==> src/rtl/control_unit.sv <==
// Hardwired multi-cycle control unit: fetch (T0-T2), decode of a latched opcode,
// and per-class execute sequences (T3-T7) with Moore-decoded datapath strobes.
module control_unit (
  input  logic        clock,
  input  logic        clear,
  input  logic [31:0] IR,
  input  logic        CON_FF,
  output logic        PCout, IncPC, PCin, MARin,
  output logic        read, write, RAMenable, MDRin, MDRout,
  output logic        IRin, Yin, ALUin, ZLOout, ZHIout, HIin, LOin,
  output logic        Gra, Grb, Grc, Rin, Rout, BAout, Cout, CONin,
  output logic [4:0]  aluControl,
  output logic        run
);

  typedef enum logic [3:0] {T0, T1, T2, T3, T4, T5, T6, T7, HALT} state_t;
  typedef enum logic [3:0] {
    C_RTYPE, C_IMM, C_LD, C_LDI, C_ST, C_MULDIV, C_BR, C_JR, C_NOP, C_HALT
  } cls_t;

  localparam logic [4:0] OP_NOP = 5'b11010;

  state_t     state, next;
  cls_t       cls;
  logic [4:0] op;
  logic [4:0] alu_code;
  logic       unused_ir;

  assign unused_ir = ^IR[26:0];
  assign run       = (state != HALT);

  // Only the opcode is kept; later IR changes cannot disturb the instruction in flight.
  always_ff @(posedge clock) begin
    if (clear) begin
      state <= T0;
      op    <= OP_NOP;
    end else begin
      state <= next;
      if (state == T2) op <= IR[31:27];
    end
  end

  always_comb begin
    cls = C_NOP;
    case (op)
      5'd0:  cls = C_LD;
      5'd1:  cls = C_LDI;
      5'd2:  cls = C_ST;
      5'd3, 5'd4, 5'd5, 5'd6, 5'd7, 5'd8, 5'd9, 5'd10: cls = C_RTYPE;
      5'd11, 5'd12, 5'd13: cls = C_IMM;
      5'd15, 5'd16: cls = C_MULDIV;
      5'd18: cls = C_BR;
      5'd20: cls = C_JR;
      5'd27: cls = C_HALT;
      default: cls = C_NOP;
    endcase
  end

  always_comb begin
    alu_code = 5'b00000;
    case (cls)
      C_RTYPE, C_MULDIV:        alu_code = op;
      C_LD, C_LDI, C_ST, C_BR:  alu_code = 5'b00011;
      C_IMM: begin
        if (op == 5'd12)      alu_code = 5'b00101;
        else if (op == 5'd13) alu_code = 5'b00110;
        else                  alu_code = 5'b00011;
      end
      default:                  alu_code = 5'b00000;
    endcase
  end

  always_comb begin
    next = state;
    case (state)
      T0: next = T1;
      T1: next = T2;
      T2: next = T3;
      T3: begin
        if (cls == C_HALT)                     next = HALT;
        else if (cls == C_JR || cls == C_NOP)  next = T0;
        else                                   next = T4;
      end
      T4: next = T5;
      T5: next = (cls == C_RTYPE || cls == C_IMM || cls == C_LDI) ? T0 : T6;
      T6: next = (cls == C_LD || cls == C_ST) ? T7 : T0;
      T7: next = T0;
      HALT: next = HALT;
      default: next = T0;
    endcase
  end

  always_comb begin
    {PCout, IncPC, PCin, MARin} = '0;
    {read, write, RAMenable, MDRin, MDRout} = '0;
    {IRin, Yin, ALUin, ZLOout, ZHIout, HIin, LOin} = '0;
    {Gra, Grb, Grc, Rin, Rout, BAout, Cout, CONin} = '0;
    case (state)
      T0: {PCout, MARin, IncPC} = 3'b111;
      T1: {read, RAMenable, MDRin} = 3'b111;
      T2: {MDRout, IRin} = 2'b11;
      T3: case (cls)
        C_RTYPE, C_IMM:     {Grb, Rout, Yin} = 3'b111;
        C_LD, C_LDI, C_ST:  {Grb, BAout, Yin} = 3'b111;
        C_MULDIV:           {Gra, Rout, Yin} = 3'b111;
        C_BR:               {Gra, Rout, CONin} = 3'b111;
        C_JR:               {Gra, Rout, PCin} = 3'b111;
        default: ;
      endcase
      T4: case (cls)
        C_RTYPE:                   {Grc, Rout, ALUin} = 3'b111;
        C_IMM, C_LD, C_LDI, C_ST:  {Cout, ALUin} = 2'b11;
        C_MULDIV:                  {Grb, Rout, ALUin} = 3'b111;
        C_BR:                      {PCout, Yin} = 2'b11;
        default: ;
      endcase
      T5: case (cls)
        C_RTYPE, C_IMM, C_LDI:  {ZLOout, Gra, Rin} = 3'b111;
        C_LD, C_ST:             {ZLOout, MARin} = 2'b11;
        C_MULDIV:               {ZLOout, LOin} = 2'b11;
        C_BR:                   {Cout, ALUin} = 2'b11;
        default: ;
      endcase
      T6: case (cls)
        C_LD:      {read, RAMenable, MDRin} = 3'b111;
        C_ST:      {Gra, Rout, MDRin} = 3'b111;
        C_MULDIV:  {ZHIout, HIin} = 2'b11;
        C_BR: begin
          ZLOout = 1'b1;
          PCin   = CON_FF;
        end
        default: ;
      endcase
      T7: case (cls)
        C_LD:  {MDRout, Gra, Rin} = 3'b111;
        C_ST:  {write, RAMenable} = 2'b11;
        default: ;
      endcase
      default: ;
    endcase
  end

  assign aluControl = ALUin ? alu_code : 5'b00000;

endmodule

==> config.mk <==
export PLATFORM = sky130hd
export DESIGN_NAME = control_unit
export DESIGN_NICKNAME = d
export VERILOG_FILES = /design/src/rtl/control_unit.sv
export SDC_FILE = /design/constraint.sdc
export NUM_CORES = 1
export LEC_CHECK = 0
export CAP_MARGIN = 10
export CELL_PAD_IN_SITES_DETAIL_PLACEMENT = 1
export CELL_PAD_IN_SITES_GLOBAL_PLACEMENT = 1
export CORE_ASPECT_RATIO = 0.6
export CORE_UTILIZATION = 28
export DETAILED_ROUTE_END_ITERATION = 7
export PLACE_DENSITY = 0.77
export SETUP_SLACK_MARGIN = 0.2
export SYNTH_ARGS = -nofsm -noshare
export SYNTH_HDL_FRONTEND = slang
export SYNTH_SLANG_ARGS = --single-unit
==> constraint.sdc <==
create_clock -name clock -period 2.02 [get_ports clock]
set_input_delay 0.303 -clock clock [delete_from_list [all_inputs] [get_ports clock]]
set_output_delay 0.303 -clock clock [all_outputs]
set_load 0.02 [all_outputs]
After elaboration in Yosys (flattened, before gate mapping). Memory sizes are Yosys's and may differ from the RTL's. A register that Yosys moved wholly into a read port is not among the register bits. Index checks and enable logic that the tools add are counted.

Register bits after elaboration: 9. Latch bits: 0. Memory bits (writable): 0. Bits in read-only memories: 128. Input port bits: 35. Logic and storage cells: 89. Memories kept: 1.

Add/sub/neg operators: 0. Multiply operators: 0. Div/mod/pow operators: 0. Order comparisons: 0. Equal/unequal tests: 20. Shift-type cells: 0. Mux-type cells: 50. Bitwise operators: 0. Reduce and logical (&&, ||, !) cells: 16.

Memories: (no name shown) (depth 32, width 4, rd ports 1, clocked after memory_dff 1, write ports 0, RTL line 45) `case (op)`.

Operator list (number): == test 4 x 3 -> 1 bit (second input constant) (8); case mux 4 bit (8 select lines) (1); 2-to-1 mux 1 bit (24); case mux 1 bit (2 select lines) (12); == test 4 x 2 -> 1 bit (second input constant) (4); 2-to-1 mux 3 bit (5); 2-to-1 mux 5 bit (3); case mux 5 bit (3 select lines) (1); == test 4 bit (second input constant) (3); == test 5 x 4 -> 1 bit (second input constant) (2); OR reduction 5 bit (2); OR reduction 3 bit (3); == test 4 x 1 -> 1 bit (second input constant) (2); logical NOT 4 bit (2); OR reduction 4 bit (2); case mux 1 bit (3 select lines) (2); OR reduction 6 bit (1); logical OR 1 bit (4); 2-to-1 mux 4 bit (1); inequality test 4 bit (second input constant) (1); case mux 1 bit (4 select lines) (1); OR reduction 2 bit (2).

Depth between registers and ports, before layout. Gate-level depths: netlist of run 1.

Depth after elaboration: 5. Depth in mapped cells: 6. Mapped depth without buffers: 5.

Worst setup path before layout of run 1. Ideal clock, no wire load.

Path kind: flip-flop to output port. Start: reg state[1]. End: out Rout. Arrival: 1.978 ns. Data required time: 1.717 ns. Setup slack: -0.261 ns. Stages on the path, launching flop included: 5. Cell sequence: dfxtp_1 or4b_1 a21oi_1 a211oi_1 a2111oi_1.

Word-level cells in the longest chain between the ends: 2.

Ends and longest elaborated chain: start, declared (RTL line 23) `state_t state, next;`; start signal, assigned (RTL line 38) `state <= next;`; == test 4 x 3 -> 1 bit / == test 4 x 2 -> 1 bit (equally long branches) (RTL line 98) `case (state)`; case mux 1 bit (3 select lines) (*) (RTL line 98); end, declared (RTL line 11) `output logic Gra, Grb, Grc, Rin, Rout, BAout, Cout, CONin,`.

Mark *: on every way between the ends. The rest lies on a longest branch, timed or not.

Worst setup path in the final report of run 1.
Start: reg state[1]. End: out aluControl[2].

Word-level cells in the longest chain between the ends: 3.

Ends and longest elaborated chain: == test 4 x 3 -> 1 bit (RTL line 98); case mux 1 bit (2 select lines) (*) (RTL line 98); 2-to-1 mux 5 bit (*) (RTL line 143) `assign aluControl = ALUin ? alu_code : 5'b00000;`; end, declared (RTL line 12) `output logic [4:0] aluControl,`.

Marks and branches as above.

==> impl_metrics.csv, run 1 <==
group,metric,value,unit
clock_tree,clock_path_buffers,2,
critical_path,slowest_stage,"dfxtp_4",
detailed_routing,viasPerCell,6.18,
detailed_routing,final_antenna_net_count,0,
status,status,"finished with violations",
floorplan,rows,19,
logic_synthesis,synth_most_common_cell,"nand2_1",
detailed_routing,drc,0,
floorplan,fp.dieH,56.3,um
cells_and_area,area_growth,109,%
logic_synthesis,synth_nets,238,
floorplan,fp.dieW,92.6,um
power_and_ir_drop,p_per_area,380,mW/mm^2
clock_tree,hold_buffers,0,
global_routing,grt_pass1_wl,11.8,mm
detailed_routing,wire_per_inst,25.3,um
logic_synthesis,synthesis.area,0.00138,mm^2
logic_synthesis,syn_inst,203,
floorplan,start_util,0.296,
sta,finalSetupViolCount,20,
sta,maxSlewViolCount,0,
critical_path,max_stage_delay,0.38,ns
logic_synthesis,synth_edf_count,0,
logic_synthesis,synth-seq-cells,13,
global_routing,grt_max_degree,14,
cells_and_area,drive_gt1_frac,0.602,
placed_design,dp_slack,-0.431,ns
logic_synthesis,synth-async-reset-ratio,0,
flow_run,max_cap_viol_count,0,
clock_tree,cts.sinks,13,
floorplan,core,0.00466,mm^2
sta,setup_ws,-0.164,ns
sta,finalCritPeriodShare,1.08,
global_routing,grt_pass1_vias,2138,
logic_synthesis,netlist.area_leader.share,0.189,
cells_and_area,nets,335,
status,violations,"negative setup slack",
clock_tree,htreeDepth,1,
logic_synthesis,synth_area_per_cell,6.79,um^2
logic_synthesis,synthDistinctLibCells,53,
clock_tree,cts_inserted_buffers,3,
global_routing,antenna_found_initial,0,
logic_synthesis,netlist_top_cells_count,"nand2_1, a21oi_1, nor2_1, clkbuf_1, dfxtp_1",
sta,min_period,2.18,ns
critical_path,path_buf_inv,2,
logic_synthesis,ys_seq_area_frac,0.189,
cells_and_area,fillCellCount,528,
detailed_routing,dr.pass1.iters,5,
sta,worst-slew-pin-transition,0.642,ns
logic_synthesis,synth_area_leaders,"dfxtp_1, nand2_1, a21oi_1",
sta,fmax,0.458,GHz
detailed_routing,vias,2237,
sta,relSlewSlack,0.571,
power_and_ir_drop,ir_drop,0.000512,V
sta,clock_skew,0.00710,ns
clock_tree,clkTransAtPathRegs,0.07,ns
placed_design,portBuffers,37,
min_path,hp-class,"reg2reg",
logic_synthesis,yosysTopAreaCell,"dfxtp_1",
critical_path,critical-path-top-delay-family,"simple AND/OR/NAND/NOR gates",
clock_tree,clk_latency,0.25,ns
logic_synthesis,ys_warn_count,0,
placed_design,hpwl,4.41,mm
global_routing,grt_usage,0.296,
critical_path,path_class,"reg2out",
sta,hold_viol_final,0,
critical_path,crit_chain,"buf_12 -> nor4b_4 -> a22oi_2 -> or2_4 -> nor4_4 -> buf_4",
detailed_routing,wl,9.17,mm
floorplan,ioPinCount,65,
critical_path,critPathLaunchType,"flip-flop",
critical_path,end_kind,"primary output",
placed_design,placed_cell_area,0.00219,mm^2
placed_design,gp_congestion,0.874,
sta,rsz0062_at_grt,"yes",
floorplan,die_area,0.00521,mm^2
critical_path,required,1.72,ns
critical_path,cp_max_fo,4,
cells_and_area,design_area,0.00288,mm^2
cells_and_area,antennaDiodeCount,0,
power_and_ir_drop,p_leak,1.14,nW
clock_tree,tritoncts,"done",
logic_synthesis,synthFlopType,"dfxtp_1",
global_routing,gr-total-overflow,0,
critical_path,cp_data_arrival_time,1.88,ns
clock_tree,clockRootBuffer,"clkbuf_8",
detailed_routing,drtIter0Drc,243,
## flip-flops by register name, indices dropped and copies added, names as in the netlist
name   cells
op         5
cls        4
state      4
## metrics by stage
stage	TNS [ns]	std cells	hold WS (ns)	utilization	total power, mW
final	-1.52	362	0.563	0.619	1.10
after global routing	-2.36	362	0.565	0.619	1.13
after CTS	-0.367	353	0.528	0.531	0.936
after detailed placement	-5.76	335	0.520	0.471	0.656
after global placement	-4.61	335	0.491	0.471	0.642
after floorplan	0	203	0.417	-	0.487
## worst register-to-register path, delay by kind of cell, from the launching register on
| kind | cells | cell delay (ns) |
|---|---|---|
| compound gates | 2 | 0.47 |
| buf+inv | 4 | 0.54 |
| flops | 1 | 0.40 |
| simple gates | 2 | 0.66 |
## final cells by class
class	instances	area, um^2	area share
multi-input cells	161	1380	0.480
inverters	8	32.5	0.0113
well taps	63	78.8	0.0273
flip-flops and latches	13	282	0.0977
repair buffers	113	1060	0.368
clock buffers	4	45.0	0.0156
## placed cells by master, fill, tap and decap left out, types with 3 or more instances in the layout
master           synthesis  routed
a21oi_1                 16      10
a21oi_2                  0       4
a22oi_2                  0       4
and2_4                   0       3
buf_12                   0       3
buf_4                    1      67
buf_6                    0      30
buf_8                    0       4
clkbuf_8                 0       3
clkdlybuf4s50_1          0       7
dfxtp_1                 13       6
dfxtp_4                  0       5
inv_1                    6       4
inv_2                    2       3
nand2_1                 24      17
nand2_2                  0       6
nand2b_1                 4       3
nand3b_1                 4       4
nor2_1                  15      12
nor2b_1                  8       7
nor3_2                   0       4
nor4b_4                  0       3
o211ai_1                 6       6
o21ai_0                  4       3
o21ai_1                  5       5
or3_1                    3       3
or4b_4                   1       3
## repair_timing
item | in CTS | in global routing
cloned | 0 | 1
endpoints found under the setup margin | 35 | 38
buffers inserted | 14 | 8
pin swaps | 20 | 20
gates resized for setup | 201 | 74
## worst paths after layout
path | from | endpoint | slack, ns | depth (start not counted)
setup / recovery | state[1] | aluControl[2] | -0.16 | 6
hold / removal | op[0] | op[0] | 0.56 | 2
setup reg to reg | state[1] | cls[3] | -0.14 | 8
hold reg to reg | op[0] | op[0] | 0.56 | 2
## metal layers
metal	GRT usage	share of wire	routed length, um	vias up
li1	-	-	-	941
met1	0.411	0.43	3930	1120
met2	0.479	0.48	4390	155
met3	0.0474	0.075	688	21
met4	0.0759	0.018	165	0
met5	0	0	0	-
## cells by family after synthesis
logic type	Yosys count	share of synthesized area
AO/OA/AOI/OAI	57	0.269
buffers and inverters	29	0.0863
XOR/XNOR	2	0.0127
flip-flops	13	0.189
AND/OR/NAND/NOR	102	0.443
## power by group
| group | switching, mW | internal, mW |
|---|---|---|
| Combinational | 0.294 | 0.251 |
| Clock | 0.111 | 0.140 |
| Sequential | 0.0288 | 0.271 |
Power figures use the tool's default switching activity.
==> inputs of run 2 (changes only) <==
HOLD_SLACK_MARGIN = 0.03   (was not set)
==> results of run 2 <==
The final DEF is identical to that of run 1; final timing and power are the same.
==> inputs of run 3 (changes only) <==
CTS_CLUSTER_DIAMETER = 60   (was not set)
HOLD_SLACK_MARGIN = 0.05   (was 0.03)
SETUP_SLACK_MARGIN = 0.5   (was 0.2)
==> run 3 against run 2 <==
Net effect: the flow now stops in 5_1_grt; synthesized cell count unchanged; area after synthesis unchanged.
==> impl_metrics.csv, run 3 <==
group,metric,value,unit
placed_design,dp.cells,335,
floorplan,start_util,0.296,
floorplan,fp.dieH,56.3,um
global_routing,grt_max_degree,14,
status,stop_stage,"5_1_grt",
clock_tree,hold_buffers,0,
placed_design,dp_slack,-0.414,ns
clock_tree,cts.sinks,13,
logic_synthesis,synthesis.area,0.00138,mm^2
placed_design,gp_congestion,0.822,
logic_synthesis,netlist.area_leader.share,0.189,
logic_synthesis,synth_nets,238,
global_routing,antenna_found_initial,0,
sta,grt-worst-endpoint,"Rout",
clock_tree,clock_path_buffers,2,
status,stop_error,"[ERROR DPL-0033] detailed placement checks failed during check placement.",
logic_synthesis,synth_edf_count,0,
logic_synthesis,ys_warn_count,0,
placed_design,portBuffers,37,
sta,endpoint_type,"primary output",
floorplan,fp.dieW,92.6,um
logic_synthesis,synth-seq-cells,13,
clock_tree,cts_inserted_buffers,3,
logic_synthesis,synthFlopType,"dfxtp_1",
logic_synthesis,synth_most_common_cell,"nand2_1",
logic_synthesis,ys_seq_area_frac,0.189,
status,status,"did not finish",
logic_synthesis,syn_inst,203,
logic_synthesis,synth_area_per_cell,6.79,um^2
logic_synthesis,netlist_top_cells_count,"nand2_1, a21oi_1, nor2_1, clkbuf_1, dfxtp_1",
logic_synthesis,synthDistinctLibCells,53,
logic_synthesis,yosysTopAreaCell,"dfxtp_1",
clock_tree,htreeDepth,1,
floorplan,rows,19,
placed_design,hpwl,4.83,mm
logic_synthesis,synth_area_leaders,"dfxtp_1, nand2_1, a21oi_1",
logic_synthesis,synth-async-reset-ratio,0,
clock_tree,clockRootBuffer,"clkbuf_8",
floorplan,ioPinCount,65,
==> run 3: cell counts after synthesis <==
Identical to the previous run, type by type.
==> run 3: cells by family after synthesis <==
| group | Yosys count | share of synthesized area |
|---|---|---|
| xor gates and xnor gates | 2 | 0.0127 |
| buffers and inverters | 29 | 0.0863 |
| AOI/OAI and AO/OA | 57 | 0.269 |
| and+or+nand+nor | 102 | 0.443 |
| DFF | 13 | 0.189 |
==> run 3: stage by stage <==
step	cell area, um^2	hold WS (ns)	utilization	TNS, ns
4_1_cts	2810	0.648	0.603	-0.406
3_5_place_dp	2360	0.637	0.507	-6.51
3_3_place_gp	2360	0.623	0.507	-5.30
2_1_floorplan	1630	0.417	-	0
==> run 3: repair_timing <==
action,in CTS
gates cloned,1
buffers inserted,17
pin swaps,17
gates resized for setup,231
setup endpoints to repair,43
==> inputs of run 4 (changes only) <==
CELL_PAD_IN_SITES_DETAIL_PLACEMENT = not set   (was 1)
CELL_PAD_IN_SITES_GLOBAL_PLACEMENT = not set   (was 1)
CORE_ASPECT_RATIO = not set   (was 0.6)
CORE_UTILIZATION = 26   (was 28)
CTS_CLUSTER_DIAMETER = not set   (was 60)
HOLD_SLACK_MARGIN = not set   (was 0.05)
PLACE_DENSITY = not set   (was 0.77)
PLACE_DENSITY_LB_ADDON = 0.15   (was not set)
SETUP_SLACK_MARGIN = not set   (was 0.5)
==> run 4 against run 3 <==
Net effect: the flow now finishes, with violations (negative setup slack).
==> impl_metrics.csv, run 4 (same netlist as run 1, synthesis figures left out) <==
group,metric,value,unit
clock_tree,cts_inserted_buffers,3,
power_and_ir_drop,p_comb_frac,0.454,
placed_design,dp.cells,347,
clock_tree,tritoncts,"done",
clock_tree,clk_latency,0.25,ns
critical_path,critPathLaunchType,"flip-flop",
power_and_ir_drop,pwr-share-seq,0.302,
sta,maxSlewViolCount,0,
global_routing,gr-total-overflow,0,
clock_tree,clkTransAtPathRegs,0.06,ns
sta,finalCritPeriodShare,1.07,
clock_tree,cts.sinks,13,
detailed_routing,drc,0,
global_routing,antenna_found_initial,0,
cells_and_area,final_cells,372,
critical_path,slowest_stage,"dfxtp_4",
sta,fmax,0.465,GHz
power_and_ir_drop,p_int,0.627,mW
sta,worst-slew-pin-transition,0.469,ns
cells_and_area,largest_reg_flops,5,
global_routing,grt_usage,0.181,
cells_and_area,nets,338,
detailed_routing,vias,1897,
power_and_ir_drop,p_per_area,365,mW/mm^2
detailed_routing,wl,5.32,mm
global_routing,grt_pass1_wl,7.84,mm
status,violations,"negative setup slack",
sta,clock_skew,0.00532,ns
floorplan,ioPinCount,65,
clock_tree,hold_buffers,0,
critical_path,end_kind,"primary output",
critical_path,max_stage_delay,0.35,ns
power_and_ir_drop,ir_drop,0.000207,V
placed_design,hpwl,3.71,mm
sta,relSlewSlack,0.687,
critical_path,crit_top_cell,"buf_4",
placed_design,portBuffers,37,
min_path,hp-class,"reg2reg",
power_and_ir_drop,clockPowerShare,0.243,
floorplan,fp.dieW,74.8,um
floorplan,fp.dieH,74.8,um
cells_and_area,mostFrequentLayoutCells,"buf_4, nand2_1, buf_6",
sta,hold_viol_final,0,
cells_and_area,final_core_util,0.513,
power_and_ir_drop,p_leak,1.08,nW
critical_path,crit_chain,"buf_4 -> nor4bb_2 -> buf_4 -> a22oi_1 -> or2_1 -> nor4_2 -> buf_4",
cells_and_area,top_register,"op",
global_routing,grt_pass1_vias,1617,
floorplan,start_util,0.270,
cells_and_area,fillCellCount,528,
cells_and_area,mostFrequentLayoutCell,"buf_4",
floorplan,die_area,0.00559,mm^2
sta,rsz0062_at_grt,"yes",
cells_and_area,antennaDiodeCount,0,
critical_path,cp_max_fo,4,
flow_run,max_cap_viol_count,0,
placed_design,gp_congestion,0.811,
power_and_ir_drop,switchingPower,0.330,mW
detailed_routing,viasPerCell,5.10,
detailed_routing,wire_per_inst,14.3,um
detailed_routing,final_antenna_net_count,0,
sta,setup_ws,-0.133,ns
sta,min_period,2.15,ns
power_and_ir_drop,switching_share,0.345,
critical_path,path_class,"reg2out",
cells_and_area,area_growth,90.3,%
detailed_routing,drtIter0Drc,82,
clock_tree,htreeDepth,1,
sta,finalSetupViolCount,16,
global_routing,grt_max_degree,14,
critical_path,required,1.72,ns
clock_tree,clock_path_buffers,2,
floorplan,core,0.00511,mm^2
critical_path,cp_data_arrival_time,1.85,ns
floorplan,rows,26,
clock_tree,clockRootBuffer,"clkbuf_8",
detailed_routing,dr.pass1.iters,4,
status,status,"finished with violations",
cells_and_area,drive_gt1_frac,0.513,
## run 4: metal layers
metal / share of wire / vias up / GRT usage
li1: - / 952 / -
met1: 0.46 / 877 / 0.250
met2: 0.49 / 57 / 0.294
met3: 0.032 / 11 / 0.00803
met4: 0.025 / 0 / 0.0755
met5: 0 / - / 0
## run 4: per-stage QoR
stage / power [mW] / setup slack, ns / instance area (um^2) / TNS, ns / hold slack [ns]
6_report: 0.956 / -0.133 / 2620 / -0.880 / 0.641
3_5_place_dp: 0.650 / -0.404 / 2190 / -5.63 / 0.614
3_3_place_gp: 0.650 / -0.386 / 2190 / -5.00 / 0.615
5_1_grt: 1.01 / -0.253 / 2620 / -2.30 / 0.662
4_1_cts: 0.907 / -0.165 / 2360 / -0.882 / 0.608
2_1_floorplan: 0.478 / 0.00976 / 1390 / 0 / 0.417
## run 4: path summary, 6_finish.rpt
check,start,end,slack [ns],depth (start not counted)
worst min-delay path,op[2],op[2],0.64,3
worst min register to register,op[2],op[2],0.64,3
worst max-delay path,state[3],aluControl[2],-0.13,7
worst max register to register,state[3],cls[3],-0.05,8
## run 4: area by class of cell
class	count	area, um^2	share of cell area
well taps	70	87.6	0.0334
inverters	8	30.0	0.0115
multi-input cells	161	1220	0.464
repair buffers	116	971	0.370
flip-flops and latches	13	270	0.103
clock buffers	4	45.0	0.0172
## run 4: power by group through the flow
stage | clock network [mW] | registers, mW | logic (mW)
2_1_floorplan | 0 | 0.290 | 0.189
3_3_place_gp | 0 | 0.292 | 0.358
3_5_place_dp | 0 | 0.293 | 0.358
4_1_cts | 0.239 | 0.288 | 0.380
5_1_grt | 0.251 | 0.292 | 0.468
6_report | 0.233 | 0.289 | 0.435
## run 4: repair_timing
| action | in CTS | in global routing |
|---|---|---|
| gates resized for setup | 160 | 58 |
| pin swaps | 16 | 16 |
| endpoints found under the setup margin | 31 | 31 |
| cloned | 0 | 1 |
| buffers inserted | 6 | 18 |
## run 4: critical path, delay by kind of cell (launching register included)
kind                   cells  cell delay (ns)
buffers and inverters      3             0.46
AND/OR/NAND/NOR            3             0.74
AO/OA/AOI/OAI              1             0.05
flip-flops                 1             0.35
